### src/rtl/lsu_pkg.sv
// Shared types and helpers for the load/store unit: op encodings, FSM states,
// abort codes and lane-offset masks.
package lsu_pkg;

    typedef enum logic [2:0] {
        OP_LB  = 3'b000,
        OP_LH  = 3'b001,
        OP_LW  = 3'b010,
        OP_LBU = 3'b011,
        OP_LHU = 3'b100,
        OP_SB  = 3'b101,
        OP_SH  = 3'b110,
        OP_SW  = 3'b111
    } lsu_op_e;

    typedef enum logic [2:0] {
        ST_IDLE,
        ST_REQ,
        ST_WAIT,
        ST_DONE,
        ST_ERR
    } lsu_state_e;

    typedef enum logic [1:0] {
        ERRC_NONE     = 2'b00,
        ERRC_MISALIGN = 2'b01,
        ERRC_TIMEOUT  = 2'b10
    } lsu_err_e;

    typedef enum logic [1:0] {
        SZ_BYTE,
        SZ_HALF,
        SZ_WORD
    } lsu_size_e;

    // Masks that force a byte offset onto the natural boundary of each size.
    localparam logic [1:0] LANE_MASK_BYTE = 2'b11;
    localparam logic [1:0] LANE_MASK_HALF = 2'b10;
    localparam logic [1:0] LANE_MASK_WORD = 2'b00;

    function automatic lsu_size_e op_size(input lsu_op_e op);
        case (op)
            OP_LB, OP_LBU, OP_SB: return SZ_BYTE;
            OP_LH, OP_LHU, OP_SH: return SZ_HALF;
            default:              return SZ_WORD;
        endcase
    endfunction

    function automatic logic is_store(input lsu_op_e op);
        return (op == OP_SB) || (op == OP_SH) || (op == OP_SW);
    endfunction

    function automatic logic [1:0] lane_offset(input lsu_op_e op, input logic [1:0] lo);
        case (op_size(op))
            SZ_BYTE: return lo & LANE_MASK_BYTE;
            SZ_HALF: return lo & LANE_MASK_HALF;
            default: return lo & LANE_MASK_WORD;
        endcase
    endfunction

    function automatic logic misaligned(input lsu_op_e op, input logic [1:0] lo);
        case (op_size(op))
            SZ_HALF: return lo[0];
            SZ_WORD: return lo != 2'b00;
            default: return 1'b0;
        endcase
    endfunction

endpackage

### src/rtl/lsu_controller_load_extend.sv
// Load result formatting: selects the addressed lane of the read word and
// sign/zero-extends it according to the load op; stores yield zero.
module load_extend
    import lsu_pkg::*;
(
    input  lsu_op_e     i_op,
    input  logic [1:0]  i_offset,
    input  logic [31:0] i_rdata,
    output logic [31:0] o_result
);

    logic [31:0] w_lane;

    always_comb begin
        w_lane   = i_rdata >> {i_offset, 3'b000};
        o_result = '0;
        case (i_op)
            OP_LB:   o_result = {{24{w_lane[7]}}, w_lane[7:0]};
            OP_LH:   o_result = {{16{w_lane[15]}}, w_lane[15:0]};
            OP_LW:   o_result = w_lane;
            OP_LBU:  o_result = {24'b0, w_lane[7:0]};
            OP_LHU:  o_result = {16'b0, w_lane[15:0]};
            default: o_result = '0;
        endcase
    end

endmodule

### src/rtl/lsu_controller.sv
// Load/store unit controller: one memory access per pipeline request with timeout abort.
// Optional macro LSU_MISALIGN_TRAP_EN aborts misaligned half/word accesses instead of aligning them.
module lsu_controller
    import lsu_pkg::*;
#(
    parameter int unsigned TIMEOUT_CYCLES = 255
) (
    input  logic        clk,
    input  logic        rst_n,
    input  logic        lsValid,
    input  logic [2:0]  lsCtrl,
    input  logic [31:0] lsAddr,
    input  logic [31:0] lsWdata,
    output logic        lsBusy,
    output logic        lsDone,
    output logic [31:0] lsRdata,
    output logic        lsErr,
    output logic [1:0]  lsErrCode,
    output logic        memReq,
    output logic        memWe,
    output logic [31:0] memAddr,
    output logic [3:0]  memBe,
    output logic [31:0] memWdata,
    input  logic        memGnt,
    input  logic        memRvalid,
    input  logic [31:0] memRdata
);

    lsu_state_e  r_state;
    lsu_state_e  w_next;
    lsu_op_e     r_op;
    lsu_err_e    r_err;
    logic [31:0] r_addr;
    logic [31:0] r_wdata;
    logic [31:0] r_rdata;
    logic [31:0] r_cnt;
    logic        w_misalign;
    logic        w_rvalid_ok;
    logic        w_timeout;
    logic [1:0]  w_off;
    logic [31:0] w_ext;

`ifdef LSU_MISALIGN_TRAP_EN
    assign w_misalign = misaligned(lsu_op_e'(lsCtrl), lsAddr[1:0]);
`else
    assign w_misalign = 1'b0;
`endif

    // Expiry is checked on the last allowed cycle so ERR follows exactly TIMEOUT_CYCLES busy cycles.
    assign w_timeout = (TIMEOUT_CYCLES != 0) && (r_cnt == TIMEOUT_CYCLES - 32'd1);
    assign w_off     = lane_offset(r_op, r_addr[1:0]);

    always_ff @(posedge clk) begin
        if (!rst_n) begin
            r_state <= ST_IDLE;
        end else begin
            r_state <= w_next;
        end
    end

    always_ff @(posedge clk) begin
        if (!rst_n) begin
            r_op    <= OP_LB;
            r_err   <= ERRC_NONE;
            r_addr  <= '0;
            r_wdata <= '0;
            r_rdata <= '0;
            r_cnt   <= '0;
        end else begin
            case (r_state)
                ST_IDLE: begin
                    if (lsValid) begin
                        r_op    <= lsu_op_e'(lsCtrl);
                        r_addr  <= lsAddr;
                        r_wdata <= lsWdata;
                        r_cnt   <= '0;
                        r_err   <= w_misalign ? ERRC_MISALIGN : ERRC_NONE;
                    end
                end
                ST_REQ, ST_WAIT: begin
                    r_cnt <= r_cnt + 32'd1;
                    if (w_rvalid_ok) begin
                        r_rdata <= memRdata;
                    end
                    if (w_next == ST_ERR) begin
                        r_err <= ERRC_TIMEOUT;
                    end
                end
                default: ;
            endcase
        end
    end

    always_comb begin
        w_next      = r_state;
        w_rvalid_ok = 1'b0;
        lsBusy      = 1'b0;
        lsDone      = 1'b0;
        lsErr       = 1'b0;
        lsErrCode   = ERRC_NONE;
        memReq      = 1'b0;
        memWe       = 1'b0;
        memAddr     = '0;
        memBe       = '0;
        memWdata    = '0;
        case (r_state)
            ST_IDLE: begin
                if (lsValid) begin
                    w_next = w_misalign ? ST_ERR : ST_REQ;
                end
            end
            ST_REQ: begin
                lsBusy  = 1'b1;
                memReq  = 1'b1;
                memWe   = is_store(r_op);
                memAddr = {r_addr[31:2], 2'b00};
                case (op_size(r_op))
                    SZ_BYTE: begin
                        memBe    = 4'b0001 << w_off;
                        memWdata = {4{r_wdata[7:0]}};
                    end
                    SZ_HALF: begin
                        memBe    = 4'b0011 << w_off;
                        memWdata = {2{r_wdata[15:0]}};
                    end
                    default: begin
                        memBe    = 4'b1111;
                        memWdata = r_wdata;
                    end
                endcase
                if (!is_store(r_op)) begin
                    memWdata = '0;
                end
                if (memGnt) begin
                    w_rvalid_ok = memRvalid;
                    w_next      = memRvalid ? ST_DONE : ST_WAIT;
                end else if (w_timeout) begin
                    w_next = ST_ERR;
                end
            end
            ST_WAIT: begin
                lsBusy = 1'b1;
                if (memRvalid) begin
                    w_rvalid_ok = 1'b1;
                    w_next      = ST_DONE;
                end else if (w_timeout) begin
                    w_next = ST_ERR;
                end
            end
            ST_DONE: begin
                lsDone = 1'b1;
                w_next = ST_IDLE;
            end
            ST_ERR: begin
                lsErr     = 1'b1;
                lsErrCode = r_err;
                w_next    = ST_IDLE;
            end
            default: w_next = ST_IDLE;
        endcase
    end

    assign lsRdata = lsDone ? w_ext : '0;

    load_extend u_load_extend (
        .i_op     (r_op),
        .i_offset (w_off),
        .i_rdata  (r_rdata),
        .o_result (w_ext)
    );

endmodule

### config.mk
export PLATFORM = sky130hd
export DESIGN_NAME = lsu_controller
export DESIGN_NICKNAME = d
export VERILOG_FILES = /design/src/rtl/lsu_pkg.sv /design/src/rtl/lsu_controller_load_extend.sv /design/src/rtl/lsu_controller.sv
export SDC_FILE = /design/constraint.sdc
export NUM_CORES = 1
export LEC_CHECK = 0
export ABC_AREA = 0
export CORE_MARGIN = 8
export CORE_UTILIZATION = 45
export CTS_CLUSTER_SIZE = 14
export DETAILED_ROUTE_END_ITERATION = 16
export DONT_BUFFER_PORTS = 1
export PLACE_DENSITY = 0.58
export SLEW_MARGIN = 20
export SYNTH_ARGS = -nofsm -noshare
export SYNTH_HDL_FRONTEND = slang
export SYNTH_SLANG_ARGS = --single-unit
### constraint.sdc
create_clock -name clk -period 3.4 [get_ports clk]
set_clock_uncertainty 0.1 [all_clocks]
set_input_delay 0.68 -clock clk [delete_from_list [all_inputs] [get_ports clk]]
set_output_delay 0.68 -clock clk [all_outputs]
set_load 0.005 [all_outputs]
# ---- After elaboration in Yosys (flattened, before gate mapping)
# Index checks and enable logic that the tools add are counted.
dict set report word_totals {
  regBits 136
  input_bits 104
  out_inout_bits 107
  word_cells 73
}
dict set report classes {
  n_addsub 1
  n_eq_ne 17
  shifts 3
  muxes 31
  n_reduce_logical 14
}
# operator count
set ops {}
lappend ops {{$mux 32} 5}
lappend ops {{$pmux 32 s5} 1}
lappend ops {{$pmux 32 s2} 2}
lappend ops {{$add 32x1->32 const B} 1}
lappend ops {{$eq 32x8->1 const B} 1}
lappend ops {{$shr 32x5->32} 1}
lappend ops {{$eq 3x3->1 const B} 6}
lappend ops {{$eq 3x2->1 const B} 4}
lappend ops {{$mux 3} 4}
lappend ops {{$pmux 2 s2} 3}
lappend ops {{$pmux 3 s3} 1}
lappend ops {{$mux 1} 8}
lappend ops {{$mux 2} 4}
lappend ops {{$pmux 4 s2} 1}
lappend ops {{$eq 3x1->1 const B} 2}
lappend ops {{$logic_not 3->1} 2}
lappend ops {{$reduce_and 2->1} 3}
lappend ops {{$reduce_or 3->1} 2}
lappend ops {{$eq 2x1->1 const B} 2}
lappend ops {{$logic_not 2->1} 2}
lappend ops {{$mux 4} 1}
lappend ops {{$shl 1x2->4 const A} 1}
lappend ops {{$shl 2x2->4 const A} 1}
lappend ops {{$reduce_and 3->1} 1}
lappend ops {{6 further kinds} 7}

# ---- Longest topological paths before layout
dict set report depth {
  ltp_word 8
  mapped_depth 8
}

# ---- Hierarchy
# Synthesis repeated with hierarchy kept, for this count alone.
dict set report hier_totals {
  cells_unflattened 939
  hier_area_um2 7455.9
}
# module n_inst cells_per_inst area_per_inst_um2
set by_module_without_submodules {}
lappend by_module_without_submodules {lsu_controller 1 828 6696.4}
lappend by_module_without_submodules {load_extend 1 111 759.5}

# ---- Least setup slack after synthesis
# Ideal clock, no wire load.
dict set report synth_timing {
  path_kind {reg-to-output}
  from {register r_op[0]}
  to {output lsRdata[10]}
  arrival_time_ns 1.889
  required_ns 2.620
  slack_ns 0.731
  path_stages_with_launch 8
  n_path_buf 2
  cell_sequence {dfxtp_1 -> buf_6 -> xor2_2 -> mux2_4 -> nor2b_1 -> buf_6 -> mux4_2 -> o22ai_1}
}
dict set report synth_between {
  elab_chain_len 8
  elab_cells_between_ends 16
  classes_between {eq/ne: 7; shift: 1; mux: 4; reduce/logical: 4}
}
# item line_no
set synth_rtl {}
lappend synth_rtl {{start, declared} lsu_controller.sv:31} ;# lsu_op_e r_op;
lappend synth_rtl {{start signal, assigned} lsu_controller.sv:73} ;# r_op <= lsu_op_e'(lsCtrl);
lappend synth_rtl {{$eq 3x3->1 (tied with other cells)} lsu_pkg.sv:42} ;# case (op)
lappend synth_rtl {{$reduce_or 3->1} lsu_pkg.sv:42}
lappend synth_rtl {{$pmux 2 s2} lsu_pkg.sv:42}
lappend synth_rtl {{$eq 2x1->1 / $logic_not 2->1 (equally long branches)} lsu_pkg.sv:54} ;# case (op_size(op))
lappend synth_rtl {{$pmux 2 s2} lsu_pkg.sv:54}
lappend synth_rtl {{$shr 32x5->32} lsu_controller_load_extend.sv:15} ;# w_lane = i_rdata >> {i_offset, 3'b000};
lappend synth_rtl {{$pmux 32 s5 *} lsu_controller_load_extend.sv:17} ;# case (i_op)
lappend synth_rtl {{$mux 32 *} lsu_controller.sv:163} ;# assign lsRdata = lsDone ? w_ext : '0;
lappend synth_rtl {{end, declared} lsu_controller.sv:16} ;# output logic [31:0] lsRdata,
# Every way passes the cells marked *; elsewhere a longest branch is shown, timed or not.

# ---- Worst setup path after layout
dict set report layout_timing {
  from {register r_op[2]}
  to {output lsRdata[8]}
}
# The elaborated chain is that of the path after synthesis.

==> impl_metrics.ini <==
[pwr]
ir_worst_vdd_mv = 0.341
p_comb_share_pct = 10.5
p_seq_share_pct = 43.2
internal-power_mw = 3.02
p_sw_share_pct = 24.9
power_leakage_nw = 2.60
power-per-cell-area_mw_per_mm2 = 552
switchingPower_mw = 1.00
p_clk_share_pct = 46.3

[critical_path]
crit_type = flip-flop to output port
cp-start-kind = flip-flop
arrival_ns = 2.48
crit_fanout = 12
endpoint_kind = output port
required_ns = 2.62

[drt]
viasPerCell = 5.60
vias = 5876
first_pass_iters = 7
wl_um = 19300
drt_iter0_drc = 291
postRouteAntennaNets = 0
wl_per_cell_um = 18.3
drc = 0

[global_route]
grt_max_degree = 102
track_usage_pct = 19.6
grt_pass1_vias = 5525
antenna_found_initial = 0
grt_pass1_wl_um = 29000
gr-total-overflow = 0

[yosys]
yosys_warnings = 0
yosys_register_bits = 135
synthFlopType = dfxtp_1
async_flop_share_pct = 0
seq_area_frac_synth_pct = 41.0
yosys.cell_types.count = 58
synth.avg_cell_area_sq_um = 7.47
synth-edff-count = 0
syn_inst = 883
synth_area_sq_mm = 0.00660

[clocking]
cts_tree = built
cts_hold_buf = 0
cts_buffer_depth = 2
clock-sinks = 135
cts.clk_slew.worst_paths_ns = 0.05
cts_max_level = 4
post-cts-setup-buffer-count = 0
ctsResizeCount = 0
cts_inserted_buffers = 17
cts-root-buf = clkbuf_16
clk_latency_ns = 0.41

[sta]
hold_viol = 0
fin_crit_sh_pct = 95.9
fin_crit_ns = 3.26
finalMaxSlewViolations = 0
fin_setup_tns_ns = 0
grt_setup_unrepaired = false
worstMarginPinSlew_ns = 1.09
finalSetupViolCount = 0
fmax_mhz = 307
hold_slack_ns = 0.293
relSlewSlack_pct = 27.5

[finish]
antenna_cells = 0
fin_cells = 1050
drive_above_1_share_pct = 6.47
fin_nets = 959
final_common_cell = nand2_1
area_growth_pct = 10.2
mostFrequentLayoutCells = nand2_1, dfxtp_1, a21oi_1, nor2_1, and2_1
utilization_pct = 50.4

[die]
pin_count = 211
die_y_um = 137
initial_core_util_pct = 45.7
core.rowCount = 44
core_area_sq_mm = 0.0144
die_area_sq_mm = 0.0188
die_w_um = 137

[job]
drv_cap = 0

[placed_design]
hpwlAfterDp_um = 14100
io_buffers = 0
placed_cells = 1018
place.gp.congestion = 0.870

[worst_hold_path]
hp-class = input pin to flip-flop

[outcome]
run_status = finished clean
## cells by family (layout without fill, tap and decap cells)
group | after synthesis | after routing | share of synthesized area [%]
DFF | 135 | 135 | 41.0
buffers and inverters | 84 | 65 | 5.56
muxes | 26 | 26 | 4.21
other | 1 | 3 | 0.0568
AOI/OAI and AO/OA | 188 | 188 | 16.1
adders and majority gates | 2 | 2 | 0.379
and+or+nand+nor | 422 | 422 | 29.3
xor gates and xnor gates | 25 | 25 | 3.43
## flip-flops by register name, indices dropped and copies added (netlist names)
name	flops
r_addr	32
r_op	3
r_err	1
r_wdata	32
r_rdata	32
r_cnt	32
r_state	3
## synth_stat cells, types with 8 or more instances
| cell | number | share of area [%] |
|---|---|---|
| a21oi_1 | 120 | 9.1 |
| clkbuf_1 | 44 | 2.5 |
| nor3_1 | 29 | 2.2 |
| and3_1 | 13 | 1.2 |
| dfxtp_1 | 135 | 41 |
| a21o_1 | 16 | 1.8 |
| nor4_1 | 8 | 0.76 |
| and2_1 | 34 | 3.2 |
| inv_1 | 15 | 0.85 |
| o21ai_0 | 9 | 0.68 |
| nor2_1 | 52 | 3.0 |
| nand2_1 | 238 | 14 |
| xnor2_1 | 21 | 2.8 |
| mux2i_1 | 24 | 3.6 |
| o22ai_1 | 23 | 2.2 |
| buf_2 | 11 | 0.83 |
## routing by layer
metal / track usage [%] / up-vias / routed length [um] / part of all wire (%)
li1: - / 2919 / - / -
met1: 22.3 / 2759 / 7770 / 40
met2: 33.1 / 163 / 9530 / 50
met3: 6.94 / 35 / 1540 / 8.0
met4: 7.54 / 0 / 410 / 2.1
met5: 0 / - / 0 / 0
## metrics by stage
step | instance area, sq um | total power [mW] | worst slack (ns)
global placement | 6670 | 2.18 | 0.564
finish | 7270 | 4.02 | 0.140
global route | 7270 | 4.18 | 0.0124
detailed placement | 6670 | 2.19 | 0.465
CTS | 7270 | 4.06 | 0.0138
floorplan | 6610 | 2.08 | 0.731
## final timing paths
path | startpoint | to | slack [ns] | cells after the start
max reg2reg | r_state[0] | r_rdata[16] | 1.06 | 5
min reg2reg | r_addr[13] | r_addr[13] | 0.35 | 2
min | lsWdata[20] | r_wdata[20] | 0.29 | 2
max | r_op[2] | lsRdata[8] | 0.14 | 4
## area by class of cell
class	count	area (sq um)
Timing Repair Buffer	16	120
Clock buffer	24	482
Inverter	17	65.1
Tap cell	184	230
Fill cell	1451	7150
Sequential cell	135	2710
Clock inverter	8	120
Multi-Input combinational cell	666	3550
## worst max-delay path, cell delays in order, from the launching register on
cell     delay, ns
dfxtp_1       0.56
mux2_4        0.34
nor2b_1       0.21
mux4_2        0.65
o22ai_1       0.30
## power groups by stage
stage / clock network [mW] / registers, mW / logic [mW]
after floorplan: 0 / 1.73 / 0.349
after global placement: 0 / 1.76 / 0.416
after detailed placement: 0 / 1.77 / 0.425
after CTS: 1.90 / 1.73 / 0.427
after global routing: 1.97 / 1.74 / 0.473
final: 1.86 / 1.73 / 0.422
No activity file was read; power rests on OpenSTA's default activity.
